## src/rtl/adder_pkg.sv

```systemverilog
// Shared constants for the digit-serial adder: FSM state encoding and default geometry.
package adder_pkg;
  typedef enum logic [1:0] {
    IDLE = 2'd0,
    RUN  = 2'd1,
    DONE = 2'd2
  } state_t;

  localparam int DEF_WIDTH = 16;
  localparam int DEF_DIGIT = 4;
endpackage

```

## src/rtl/digit_adder.sv

```systemverilog
// DIGIT-bit ripple-carry adder built from full-adder cells; purely combinational.
module digit_adder
  import adder_pkg::*;
#(
  parameter int DIGIT = DEF_DIGIT
) (
  input  logic [DIGIT-1:0] x,
  input  logic [DIGIT-1:0] y,
  input  logic             ci,
  output logic [DIGIT-1:0] sum,
  output logic             co
);
  logic [DIGIT:0] c;

  assign c[0] = ci;

  for (genvar i = 0; i < DIGIT; i++) begin : g_fa
    assign sum[i]  = x[i] ^ y[i] ^ c[i];
    assign c[i+1]  = (x[i] & y[i]) | (c[i] & (x[i] ^ y[i]));
  end

  assign co = c[DIGIT];
endmodule

```

## src/rtl/multicycle_adder.sv

```systemverilog
// Digit-serial add/subtract: one DIGIT-wide slice per cycle, result after WIDTH/DIGIT cycles.
// Latency start->done is N+1 cycles; start is ignored while busy, back-to-back accepted on done.
module multicycle_adder
  import adder_pkg::*;
#(
  parameter int WIDTH = DEF_WIDTH,
  parameter int DIGIT = DEF_DIGIT
) (
  input  logic             clk,
  input  logic             rst,
  input  logic             start,
  input  logic [WIDTH-1:0] a,
  input  logic [WIDTH-1:0] b,
  input  logic             cin,
  input  logic             sub,
  output logic             busy,
  output logic             done,
  output logic [WIDTH-1:0] s,
  output logic             cout,
  output logic             ovf
);
  localparam int N  = WIDTH / DIGIT;
  localparam int CW = (N > 1) ? $clog2(N) : 1;
  localparam logic [WIDTH-1:0] DMASK = WIDTH'({DIGIT{1'b1}});

  if ((DIGIT < 1) || (DIGIT > WIDTH) || ((WIDTH % DIGIT) != 0)) begin : g_bad_geometry
    $error("multicycle_adder: WIDTH must be a positive multiple of DIGIT");
  end

  state_t          state, next_state;
  logic [WIDTH-1:0] a_q, b_q, acc, acc_nxt;
  logic            carry;
  logic [CW-1:0]   cnt;
  logic [DIGIT-1:0] da, db, dsum;
  logic            dco;
  logic            last, ready, accept, ovf_nxt;
  int              sh;

  always_ff @(posedge clk) begin
    if (rst) state <= IDLE;
    else     state <= next_state;
  end

  always_comb begin
    next_state = state;
    busy       = (state == RUN);
    done       = (state == DONE);
    ready      = (state == IDLE) || (state == DONE);
    last       = (cnt == CW'(N - 1));
    accept     = ready && start;
    case (state)
      IDLE:    if (start) next_state = RUN;
      RUN:     if (last)  next_state = DONE;
      DONE:    next_state = start ? RUN : IDLE;
      default: next_state = IDLE;
    endcase
  end

  // Select the current digit of both operands and splice the new sum digit into a
  // private accumulator, so partial results never reach s.
  always_comb begin
    sh      = int'(cnt) * DIGIT;
    da      = DIGIT'(a_q >> sh);
    db      = DIGIT'(b_q >> sh);
    acc_nxt = (acc & ~(DMASK << sh)) | (WIDTH'(dsum) << sh);
    ovf_nxt = (a_q[WIDTH-1] == b_q[WIDTH-1]) && (acc_nxt[WIDTH-1] != a_q[WIDTH-1]);
  end

  digit_adder #(.DIGIT(DIGIT)) u_digit (
    .x   (da),
    .y   (db),
    .ci  (carry),
    .sum (dsum),
    .co  (dco)
  );

  always_ff @(posedge clk) begin
    if (rst) begin
      a_q   <= '0;
      b_q   <= '0;
      acc   <= '0;
      carry <= 1'b0;
      cnt   <= '0;
      s     <= '0;
      cout  <= 1'b0;
      ovf   <= 1'b0;
    end else if (accept) begin
      // Subtraction is A + ~B + ~cin, so the borrow-in folds into the initial carry.
      a_q   <= a;
      b_q   <= sub ? ~b : b;
      carry <= cin ^ sub;
      cnt   <= '0;
      acc   <= '0;
    end else if (state == RUN) begin
      acc   <= acc_nxt;
      carry <= dco;
      cnt   <= cnt + 1'b1;
      if (last) begin
        s    <= acc_nxt;
        cout <= dco;
        ovf  <= ovf_nxt;
      end
    end
  end
endmodule

```

## config.mk

```make
export PLATFORM = sky130hd
export DESIGN_NAME = multicycle_adder
export DESIGN_NICKNAME = d
export VERILOG_FILES = /design/src/rtl/adder_pkg.sv /design/src/rtl/digit_adder.sv /design/src/rtl/multicycle_adder.sv
export SDC_FILE = /design/constraint.sdc
export NUM_CORES = 1
export LEC_CHECK = 0
export ABC_AREA = 1
export CAP_MARGIN = 40
export CORE_ASPECT_RATIO = 0.6
export CORE_UTILIZATION = 35
export CTS_CLUSTER_DIAMETER = 50
export DETAILED_ROUTE_END_ITERATION = 8
export GPL_TIMING_DRIVEN = 0
export SYNTH_ARGS = -nofsm -noshare
export SYNTH_HDL_FRONTEND = slang
export SYNTH_SLANG_ARGS = --single-unit
```

## constraint.sdc

```tcl
create_clock -name clk -period 4.96 [get_ports clk]
set_input_delay 1.24 -clock clk [delete_from_list [all_inputs] [get_ports clk]]
set_output_delay 1.24 -clock clk [all_outputs]
set_load 0.005 [all_outputs]
```

==> results.yml, run 1 <==
yosys:
  avgSynthCellArea_um2: 7.79
  synth.net_count: 450
  synth_seq_area_share_pct: 43.2
  synth_warnings: 0
  synth_cell_types: 27
  synth-seq-cells: 68
  syn-instance-count: 405
  synth_area_mm2: 0.00315
setup_path:
  r2r-start: "cnt[1]"
  path_class: "reg -> reg"
  rr_endpoint: "s[7]"
  start_kind: "flip-flop"
  rr_worst_depth: 16
  crit_fanout: 11
  critPathRequiredTime_ps: 5180
  reg2reg_slack_ps: 1450
  cp.arrival_ps: 3730
  critPathCaptureType: "flip-flop"
sta:
  setup_viol: 0
  finalClockSkew_ps: 5.70
  layout_setup_ws_ps: 1450
  fin_crit_sh_pct: 70.7
  slew-limit-headroom_pct: 64.8
  tightest_slew_ps: 527
  rsz0062_at_grt: "no"
  fmax_ghz: 0.285
  period_minus_slack_ps: 3510
  slew_viol_final: 0
  hold_viol: 0
  setup_tns_ps: 0
clocking:
  cts-root-buf: "clkbuf_16"
  htree_levels: 3
  cts.path.max_buffers: 2
  cts_inserted_buffers: 9
  cts_resized: 0
  cts_tree: "done"
  hold_buffers: 0
  cts.clk_slew.worst_paths_ps: 50
  cts_setup_buffers: 0
  insertion_delay_ps: 340
  clock-sinks: 68
power_and_ir_drop:
  p_sw_share_pct: 26.5
  irDropWorstVdd_mv: 0.199
  leakagePower_nw: 1.72
  clock_power_share_pct: 43.2
  power.density_mw_per_mm2: 359
  p_seq_share_pct: 40.2
  p_int_w: 0.00109
  switching_power_w: 0.000395
  pwr-share-comb_pct: 16.6
floorplan:
  start_util_pct: 36.6
  die_area_mm2: 0.00940
  coreArea_mm2: 0.00862
  rows: 26
  io_pins: 57
  die_h_um: 75.5
  die_w_um: 125
cells_and_area:
  n_antenna_cell: 0
  nets: 516
  drive_gt1_share_pct: 10.5
  instances_no_fill: 588
  syn2layout_area_growth_pct: 31.5
outcome:
  status: "finished clean"
place:
  place_congestion: 0.870
  place.port_buffers: 55
  dp_slack_ps: 1550
  dp_hpwl_um: 6380
  placedCellCount: 572
detailed_routing:
  routed-wl-met2_um: 3300
  drtIter0Drc: 265
  routed_wl_um: 8740
  wl_met1_um: 4670
  remaining_drc_errors: 0
  post_drt_wl_per_cell_um: 14.9
  first_pass_iters: 5
  route.met3.wl_um: 665
  drtAntennaViolNets: 0
  viasPerCell: 4.94
  num_vias: 2904
  top_layer_used: "met4"
global_routing:
  gr-total-overflow: 0
  antenna_found_initial: 0
  grt_usage_pct: 19.9
  grt_pass1_wl_um: 14000
  grt_pass1_vias: 2671
  grt_max_degree: 12
min_path:
  hold_path_class: "reg -> reg"
  hold_depth: 2
  hold_path_startpoint: "cout"
  hold_end: "cout"
run:
  timing.max_cap.violations: 0
==> critical path, stage by stage (launching register included) <==
cell,delay [ps]
dfxtp_1,320
buf_2,180
inv_2,170
buf_2,270
o21ai_0,130
o22a_1,200
fa_1,390
inv_1,80
fa_1,150
inv_1,50
fa_1,370
inv_1,80
fa_1,470
nand3_1,110
o21ai_0,110
nor2_1,220
nor2_1,90
==> state kept, by name, summed over array words and instances, names as in the netlist <==
register  cells
a_q          16
b_q          16
s            16
acc          13
cnt           2
state         2
carry         1
cout          1
ovf           1
==> cell usage after synthesis <==
cell	n	area, µm²
a21oi_1	32	160
a21oi_2	6	52.6
a22o_1	1	8.76
buf_2	10	50.1
buf_4	3	22.5
buf_6	5	56.3
clkbuf_1	8	30.0
clkbuf_2	1	5.00
dfxtp_1	68	1360
fa_1	4	80.1
ha_1	4	50.1
inv_1	35	131
inv_2	1	3.75
inv_4	1	6.26
inv_6	1	8.76
nand2_1	21	78.8
nand2_4	3	33.8
nand3_1	5	25.0
nor2_1	80	300
nor2_4	2	22.5
o21ai_0	70	350
o21ai_1	8	40.0
o22a_1	3	26.3
o22ai_1	15	93.8
or2_2	1	6.26
xnor2_1	16	140
xor2_1	1	8.76
==> routing by layer <==
| layer | vias to the layer above | track usage [%] |
|---|---|---|
| li1 | 1462 | - |
| met2 | 99 | 27.9 |
| met4 | 0 | 8.03 |
| met3 | 7 | 6.18 |
| met5 | - | 0 |
| met1 | 1336 | 28.4 |
==> placed cells by master, fill, tap and decap left out, drive strengths merged <==
cell type	netlist	layout
a21oi	38	38
o22a	3	3
clkdlybuf4s50	0	55
xnor2	16	16
nand3	5	5
o21ai	78	78
clkbuf	9	20
nand2	24	24
fa	4	4
dfxtp	68	68
nor2	82	82
o22ai	15	15
ha	4	4
inv	38	38
buf	18	18
bufinv	0	1
xor2	1	1
or2	1	1
a22o	1	1
clkinv	0	4
==> how the worst max path moves through the flow <==
| stage | end | from |
|---|---|---|
| 2_1_floorplan | ovf | cnt[1] |
| 3_3_place_gp | s[7] | cnt[1] |
| 3_5_place_dp | s[7] | cnt[1] |
| 4_1_cts | s[7] | cnt[1] |
| 5_1_grt | ovf | cnt[1] |
| 6_report | s[7] | cnt[1] |
==> metrics by stage <==
step	utilization (%)	power (W)	hold WS (ps)	cell area, µm²
after floorplan	-	0.000761	444	3150
after global placement	44.6	0.000848	453	3840
after detailed placement	44.6	0.000851	463	3840
after CTS	48.1	0.00150	476	4150
after global routing	48.1	0.00155	505	4150
final	48.1	0.00149	472	4150
==> logic make-up after synthesis <==
family / Yosys count / share of synthesized area, %
fa+ha+maj: 8 / 4.13
flops: 68 / 43.2
compound gates: 135 / 23.2
simple gates: 112 / 14.8
buf+inv: 65 / 9.96
xor+xnor: 17 / 4.72
==> power groups by stage <==
stage | Combinational (W) | Clock, W | Sequential [W]
CTS | 0.000244 | 0.000655 | 0.000598
global placement | 0.000240 | 0 | 0.000609
finish | 0.000247 | 0.000644 | 0.000599
floorplan | 0.000159 | 0 | 0.000602
detailed placement | 0.000242 | 0 | 0.000609
global route | 0.000276 | 0.000678 | 0.000602
==> area by class of cell <==
| class | instances | area, µm² |
|---|---|---|
| plain buffers | 27 | 164 |
| clock buffers | 11 | 253 |
| fillers | 830 | 4470 |
| flip-flops and latches | 68 | 1360 |
| inverters | 38 | 150 |
| clock inverters | 5 | 50.0 |
| multi-input cells | 272 | 1480 |
| repair buffers | 55 | 551 |
| well taps | 112 | 140 |
No activity file was read; power rests on OpenSTA's default activity.
==> run 2: changes to the inputs <==
==> constraint.sdc (replaced) <==
create_clock -name clk -period 3.2 [get_ports clk]
set_input_delay 0.8 -clock clk [delete_from_list [all_inputs] [get_ports clk]]
set_output_delay 0.8 -clock clk [all_outputs]
set_load 0.005 [all_outputs]
==> run 2 against run 1 <==
Compared with the run above: core utilization is 1.2 points higher; wire length is 1.1% higher; clock skew is essentially flat; register-to-register slack got worse by 1300 ps; first-iteration DRC count down 33%; sequential cell count did not move; critical path depth unchanged; non-clock buffer count grew 4; critical endpoint unchanged; largest cell class unchanged.
==> results.yml, run 2 (synthesized netlist as in run 1, its figures left out) <==
sta:
  finalClockSkew_ps: 5.41
  rsz0062_at_grt: "yes"
  tightest_slew_ps: 527
  period_minus_slack_ps: 3030
  hold_viol: 0
  fmax_ghz: 0.330
  slew-limit-headroom_pct: 64.9
  slew_viol_final: 0
  setup_viol: 0
  fin_crit_sh_pct: 94.6
floorplan:
  start_util_pct: 36.6
  rows: 26
  coreArea_mm2: 0.00862
  io_pins: 57
  die_w_um: 125
  die_area_mm2: 0.00940
  die_h_um: 75.5
setup_path:
  crit_fanout: 9
  critPathRequiredTime_ps: 3430
  start_kind: "flip-flop"
  critPathCaptureType: "flip-flop"
  cpMaxStageDelayCell: "fa_2"
  crit_cells: 16
  crit_chain: "buf_8 -> inv_8 -> buf_8 -> o21ai_0 -> o22a_1 -> fa_1 -> inv_1 -> fa_1 -> inv_1 -> fa_2 -> inv_2 -> fa_2 -> nand3_1 -> o21ai_1 -> nor2_2 -> nor2_1"
  path_class: "reg -> reg"
  cp_num_buf_inv: 6
  rr_worst_depth: 16
  path_delay_family: "adder cells"
  cp.arrival_ps: 3250
  slowest_delay_ps: 480
power_and_ir_drop:
  p_total_w: 0.00233
  power.density_mw_per_mm2: 549
  irDropWorstVdd_mv: 0.313
  leakagePower_nw: 1.76
clocking:
  cts-root-buf: "clkbuf_16"
  clock-sinks: 68
  cts_inserted_buffers: 9
  cts.clk_slew.worst_paths_ps: 50
  cts_tree: "done"
  hold_buffers: 0
  htree_levels: 3
  cts.path.max_buffers: 2
  insertion_delay_ps: 340
place:
  place.port_buffers: 55
  place_congestion: 0.870
  dp_hpwl_um: 6380
run:
  timing.max_cap.violations: 0
detailed_routing:
  drtAntennaViolNets: 0
  num_vias: 2928
  viasPerCell: 4.95
  remaining_drc_errors: 0
  post_drt_wl_per_cell_um: 14.9
  first_pass_iters: 4
  drtIter0Drc: 177
  routed_wl_um: 8840
global_routing:
  grt_usage_pct: 20.0
  gr-total-overflow: 0
  antenna_found_initial: 0
  grt_pass1_vias: 2680
  grt_pass1_wl_um: 14100
  grt_max_degree: 12
cells_and_area:
  nFillCells: 812
  final_common_cell: "nor2_1"
  nets: 520
  final_core_util_pct: 49.3
  final_cell_mix: "79 x nor2_1, 69 x o21ai_0, 66 x dfxtp_1"
  multi_input_area_mm2: 0.00150
  seqCellArea_mm2: 0.00137
  syn2layout_area_growth_pct: 34.8
  n_antenna_cell: 0
  largestRegisters: "a_q x16, b_q x16, s x16"
  drive_gt1_share_pct: 13.1
min_path:
  hold_depth: 2
  hold_path_class: "reg -> reg"
outcome:
  status: "finished clean"
run 2: cell types whose count changed in the layout (fill, tap and decap cells not counted), sizes merged:
cell,delta
buf,+5
clkbuf,-1
run 2: area by class of cell:
| type | count | share of cell area, % |
|---|---|---|
| multi-input cells | 272 | 35.2 |
| flip-flops and latches | 68 | 32.2 |
| repair buffers | 59 | 13.7 |
| clock buffers | 11 | 5.95 |
| plain buffers | 27 | 4.80 |
| inverters | 38 | 3.71 |
| well taps | 112 | 3.30 |
| clock inverters | 5 | 1.18 |
run 2: final timing paths:
check,startpoint,endpoint,slack (ps)
max,cnt[1],s[7],170
min,cout,cout,470
max reg2reg,cnt[1],s[7],170
min reg2reg,cout,cout,470
run 2: power breakdown:
group          internal [W]  switching (W)  total, W
Clock              0.000639       0.000360  0.000999
Sequential         0.000898      0.0000306  0.000929
Combinational      0.000173       0.000231  0.000404
run 2: through the flow:
stage / worst slack [ps] / hold WS (ps) / instance area [µm²] / instances / setup TNS (ps)
3_5_place_dp: -213 / 463 / 3840 / 572 / -987
6_report: 171 / 472 / 4250 / 592 / 0
2_1_floorplan: 249 / 444 / 3150 / 405 / 0
5_1_grt: -18.4 / 505 / 4250 / 592 / -18.4
4_1_cts: 12.4 / 476 / 4190 / 588 / 0
3_3_place_gp: -165 / 453 / 3840 / 572 / -643
run 2: repair_timing:
| action | 4_1_cts | 5_1_grt |
|---|---|---|
| endpoints found under the setup margin | 9 | 9 |
| resized for setup | 14 | 14 |
| gates cloned | 0 | 0 |
| pin swaps | 2 | 4 |
| setup buffers | 0 | 4 |
run 2: layer usage:
layer | track usage (%) | part of all wire [%] | vias up
met1 | 28.5 | 53 | 1341
met2 | 28.2 | 38 | 103
met3 | 6.18 | 7.7 | 7
met5 | 0 | 0 | -
met4 | 8.03 | 1.1 | 0
li1 | - | - | 1477
run 2: worst register-to-register path: cells and delay by family, from the launching register on:
| family | cells | cell delay, ps |
|---|---|---|
| AO/OA/AOI/OAI | 3 | 370 |
| flip-flops | 1 | 330 |
| adder cells (fa/ha/maj) | 4 | 1370 |
| buffers and inverters | 6 | 530 |
| AND/OR/NAND/NOR | 3 | 320 |
==> run 3: changes to the inputs <==
--- a/config.mk
+++ b/config.mk
@@ -9,8 +9,8 @@
 export CAP_MARGIN = 40
 export CORE_ASPECT_RATIO = 0.6
 export CORE_UTILIZATION = 35
-export CTS_CLUSTER_DIAMETER = 50
 export DETAILED_ROUTE_END_ITERATION = 8
+export GPL_ROUTABILITY_DRIVEN = 1
 export GPL_TIMING_DRIVEN = 0
 export SYNTH_ARGS = -nofsm -noshare
 export SYNTH_HDL_FRONTEND = slang
==> results of run 3 <==
No change in the layout: final DEF, timing and power equal those of run 2.
==> variant 1 (flow settings as in run 2) <==
Make the reset (`rst`) asynchronous in 2 clocked blocks.
--- a/src/rtl/multicycle_adder.sv
+++ b/src/rtl/multicycle_adder.sv
@@ -36,7 +36,7 @@
   logic            last, ready, accept, ovf_nxt;
   int              sh;
 
-  always_ff @(posedge clk) begin
+  always_ff @(posedge clk or posedge rst) begin
     if (rst) state <= IDLE;
     else     state <= next_state;
   end
@@ -74,7 +74,7 @@
     .co  (dco)
   );
 
-  always_ff @(posedge clk) begin
+  always_ff @(posedge clk or posedge rst) begin
     if (rst) begin
       a_q   <= '0;
       b_q   <= '0;
Formal check against the unedited RTL: differs if rst is asserted again (counterexample within 4 cycles, from zero or initial values and one cycle with rst high); with rst held inactive, the same outputs for 10 cycles.
==> variant 1 against run 2 <==
Worst hold slack gained 0.0047 ns. Routed wire length shrank 5.6%. Setup slack lost 0.015 ns. Maximum frequency shrank 0.48%. Final area grew 5.6%. Area after synthesis grew 7.0%. Sequential cell count is the same. Critical path type unchanged. Highest routed layer unchanged.
Power is not compared: it rests on default switching activity, and its combinational part moved more than twofold at a synthesized area within 25%.
==> variant 1: results (changes against run 2) <==
- Global-route wire length before repair: 13700 um (-2.9%)
- Top FF cell, synth: dfrtp_1
- Cell count after synthesis: 404 (-0.25%)
- Actual slew at the worst max-slew pin: 0.379 ns (-0.148 ns)
- Worst r2r src: cnt[1]
- Crit-path max FO: 11 (+2)
- Setup Skew: 0.00446 ns (-0.000945 ns)
- Status: finished, final reports clean
- GPL Wtd Cong: 0.845 (-2.9%)
- Seq/Total Area, Yosys: 50.4% (+7.3 points)
- Pre-CTS WS: -0.0906 ns (+0.122 ns)
- Wire per inst: 13.7 um (-8.5%)
- CP Data Arrival Time: 3.27 ns (+0.02 ns)
- Filler Cell Count: 918 (+13%)
- Slowest cell on crit path: fa_2
- Vias in the first global route: 2728 (+1.8%)
- Hold Crit Endpoint: acc[15]
- Synth Area in Compound Gates: 8.49% (-15 points)
- Cells after DPL: 590 (+3.1%)
- Finished Layout Cells: 611 (+3.2%)
- XOR/XNOR Fraction of Synth Area: 4.15% (-0.57 points)
- Critical Path End: ovf
- Synth async-reset ratio: 100% (+100 points)
- Share of cells above drive strength 1: 12.9% (-0.24 points)
- CP peak stage delay: 0.60 ns (+0.12 ns)
- Adder-cell share of the synthesized area: 3.86% (-0.27 points)
- Largest net degree at the start of global routing: 68 (+56)
- H-tree depth: 3 (unchanged)
- Synth cell types: 22 (-19%)
- Fin nets: 521 (+0.19%)
- DPL Wire Length: 5960 um (-6.6%)
- DRT iter0 DRCs: 188 (+6.2%)
- Commonest cells in the netlist: nand2_1, dfrtp_1, o21ai_0
- Number of vias per cell: 4.61 (-6.9%)
- R2r worst-path depth: 17 (+1)
- Gr usage total: 18.5% (-1.6 points)
## variant 1: report_power, final
| group | switching (mW) | leakage, nW | internal (mW) |
|---|---|---|---|
| clock network | 0.345 | 0.131 | 0.543 |
| logic | 1.47 | 1.16 | 1.07 |
| registers | 0.234 | 0.864 | 1.25 |
| total | 2.05 | 2.15 | 2.86 |
## variant 1: layer usage
layer	share of wire, %	track usage [%]
met5	0	0
met4	0.92	5.65
met3	7.8	6.75
met2	39	24.0
met1	52	27.9
## variant 1: what timing repair did
item	CTS	global route
resized for setup	3	22
buffers inserted	0	5
endpoints found under the setup margin	7	8
cloned	0	0
pin swaps	0	1
## variant 1: cells by family (layout without fill, tap and decap cells)
kind of cell,after synthesis,after routing
DFF,68,68
and+or+nand+nor,211,211
xor gates and xnor gates,16,16
buffers and inverters,49,126
adders and majority gates,8,8
AOI/OAI and AO/OA,52,52
## variant 1: through the flow
stage	hold WS (ns)	utilization, %	TNS, ns	instance area, sq um
2_1_floorplan	0.442	-	0	3370
3_3_place_gp	0.459	44.1	-33.33	4090
3_5_place_dp	0.463	44.5	-0.150	4120
4_1_cts	0.476	47.4	0	4390
5_1_grt	0.493	48.5	-0.0132	4490
6_report	0.477	48.5	0	4490
## variant 1: worst register-to-register path, delay by kind of cell (launching register included)
kind          cells  cell delay (ns)
fa+ha+maj         4             1.31
buf+inv           6             0.63
flops             1             0.40
simple gates      7             0.60
## variant 1: cell type report
class | count | area [sq um] | area share, %
Sequential cell | 68 | 1700 | 37.9
Multi-Input combinational cell | 287 | 1440 | 32.0
Timing Repair Buffer | 61 | 616 | 13.7
Clock buffer | 14 | 254 | 5.66
Buffer | 21 | 185 | 4.13
Tap cell | 130 | 163 | 3.63
Inverter | 28 | 120 | 2.68
Clock inverter | 2 | 10.0 | 0.223
==> variant 2 (settings of run 2) <==
Without the edit above. The package constant `DEF_WIDTH` goes from 16 to 32.
--- a/src/rtl/adder_pkg.sv
+++ b/src/rtl/adder_pkg.sv
@@ -6,7 +6,7 @@
     DONE = 2'd2
   } state_t;
 
-  localparam int DEF_WIDTH = 16;
+  localparam int DEF_WIDTH = 32;
   localparam int DEF_DIGIT = 4;
 endpackage
 
Ports: changed (resized a, b and s); port bits go from 57 to 105. No check against the original RTL was run, so the function may have changed too.
==> variant 2 against run 2 <==
The flow now finishes with violations (setup timing). Setup slack worse by 0.19 ns. Power is 94% higher. Synthesized cell count is 100% higher. Routed wire length is 110% higher. Worst hold slack better by 0.0020 ns. Core utilization is 0.29 points lower. Area after synthesis is 97% higher. Final area is 99% higher. Sequential cell count is 65 higher. Sequential power is 95% higher. Count of clock-buffer cells in the layout is 7 higher. Maximum frequency is 6.0% lower. Largest power group unchanged.
==> variant 2: results (changes against run 2) <==
- Pre-CTS WS: -0.552 ns (-0.339 ns)
- Register area: 2670 sq um (+95%)
- Largest net degree at the start of global routing: 17 (+5)
- Routed WL: 19000 um (+110%)
- Max_slew headroom: 55.6% (-9.3 points)
- Critical Path End: ovf
- DPL Wire Length: 14000 um (+120%)
- Reg2Reg Capture Point: ovf
- Leakage: 3.64 nW (+110%)
- Status: complete, but fails checks
- DR WL met3: 1760 um (+160%)
- PnR worst setup slack: -0.0235 ns (-0.195 ns)
- Min Hold Slack: 0.474 ns (+0.00202 ns)
- Adder-cell share of the synthesized area: 2.49% (-1.6 points)
- Gr usage total: 21.2% (+1.1 points)
- PortBufs: 103 (+87%)
- DRT iter0 DRCs: 633 (+260%)
- Hold Crit Endpoint: acc[31]
- Final setup fails: 1 (+1)
- Worst vdd ir: 424 uV (+35%)
- Pre-Repair DR Iteration Count: 6 (+2)
- Biggest regs: a_q: 32 flops, b_q: 32 flops, s: 32 flops
- Failing checks: setup timing
- CTS buffer count: 17 (+8)
- Post_cts resized: 44 (+30)
- GR Util met3: 5.01% (-1.2 points)
- R2r worst-path depth: 18 (+2)
- Metal-1 WL: 10000 um (+110%)
- Largest cells by area after synthesis: dfxtp_1, o21ai_0, inv_1, a21oi_1, nor2_1
- Post-synth net total: 905 (+100%)
- Seq/Total Area, Yosys: 42.8% (-0.37 points)
- Metal2 WL: 7010 um (+110%)
- Post-CTS Setup Inserts: 7 (+7)
- H-tree depth: 4 (+1)
- Global-route wire length before repair: 29400 um (+110%)
- XOR/XNOR Fraction of Synth Area: 4.65% (-0.075 points)
- CP Data Arrival Time: 3.57 ns (+0.32 ns)
- Clk_lat worst skew: 0.42 ns (+0.08 ns)
- Grt met1 use: 33.3% (+4.8 points)
- Beginning of the critical path: cnt[0]
- Share of cells above drive strength 1: 13.4% (+0.24 points)
- Filler Cell Count: 1707 (+110%)
- Hold path start: acc[31]
## variant 2: cell types whose count changed after synthesis, sizes merged, moves of 16 or more
| cell | change |
|---|---|
| nor2 | +16 |
| xnor2 | +16 |
| a21oi | +41 |
| o21ai | +84 |
| nand3 | +16 |
| o22ai | +18 |
| inv | +81 |
| dfxtp | +65 |
| buf | +22 |
| o21a | +28 |
## variant 2: critical path, delay by kind of cell, from the launching register on
kind	cells	cell delay [ns]
flops	1	0.33
fa+ha+maj	4	1.37
simple gates	5	0.48
buf+inv	6	0.48
compound gates	3	0.47
## variant 2: layout make-up
| cell class | count | area share (%) |
|---|---|---|
| inverter | 119 | 5.37 |
| clock inverter | 14 | 1.49 |
| timing repair buffer | 115 | 13.3 |
| buffer | 63 | 5.10 |
| tap | 234 | 3.46 |
| clock buffer | 18 | 5.19 |
| sequential | 133 | 31.5 |
| multi-input combinational | 511 | 34.5 |
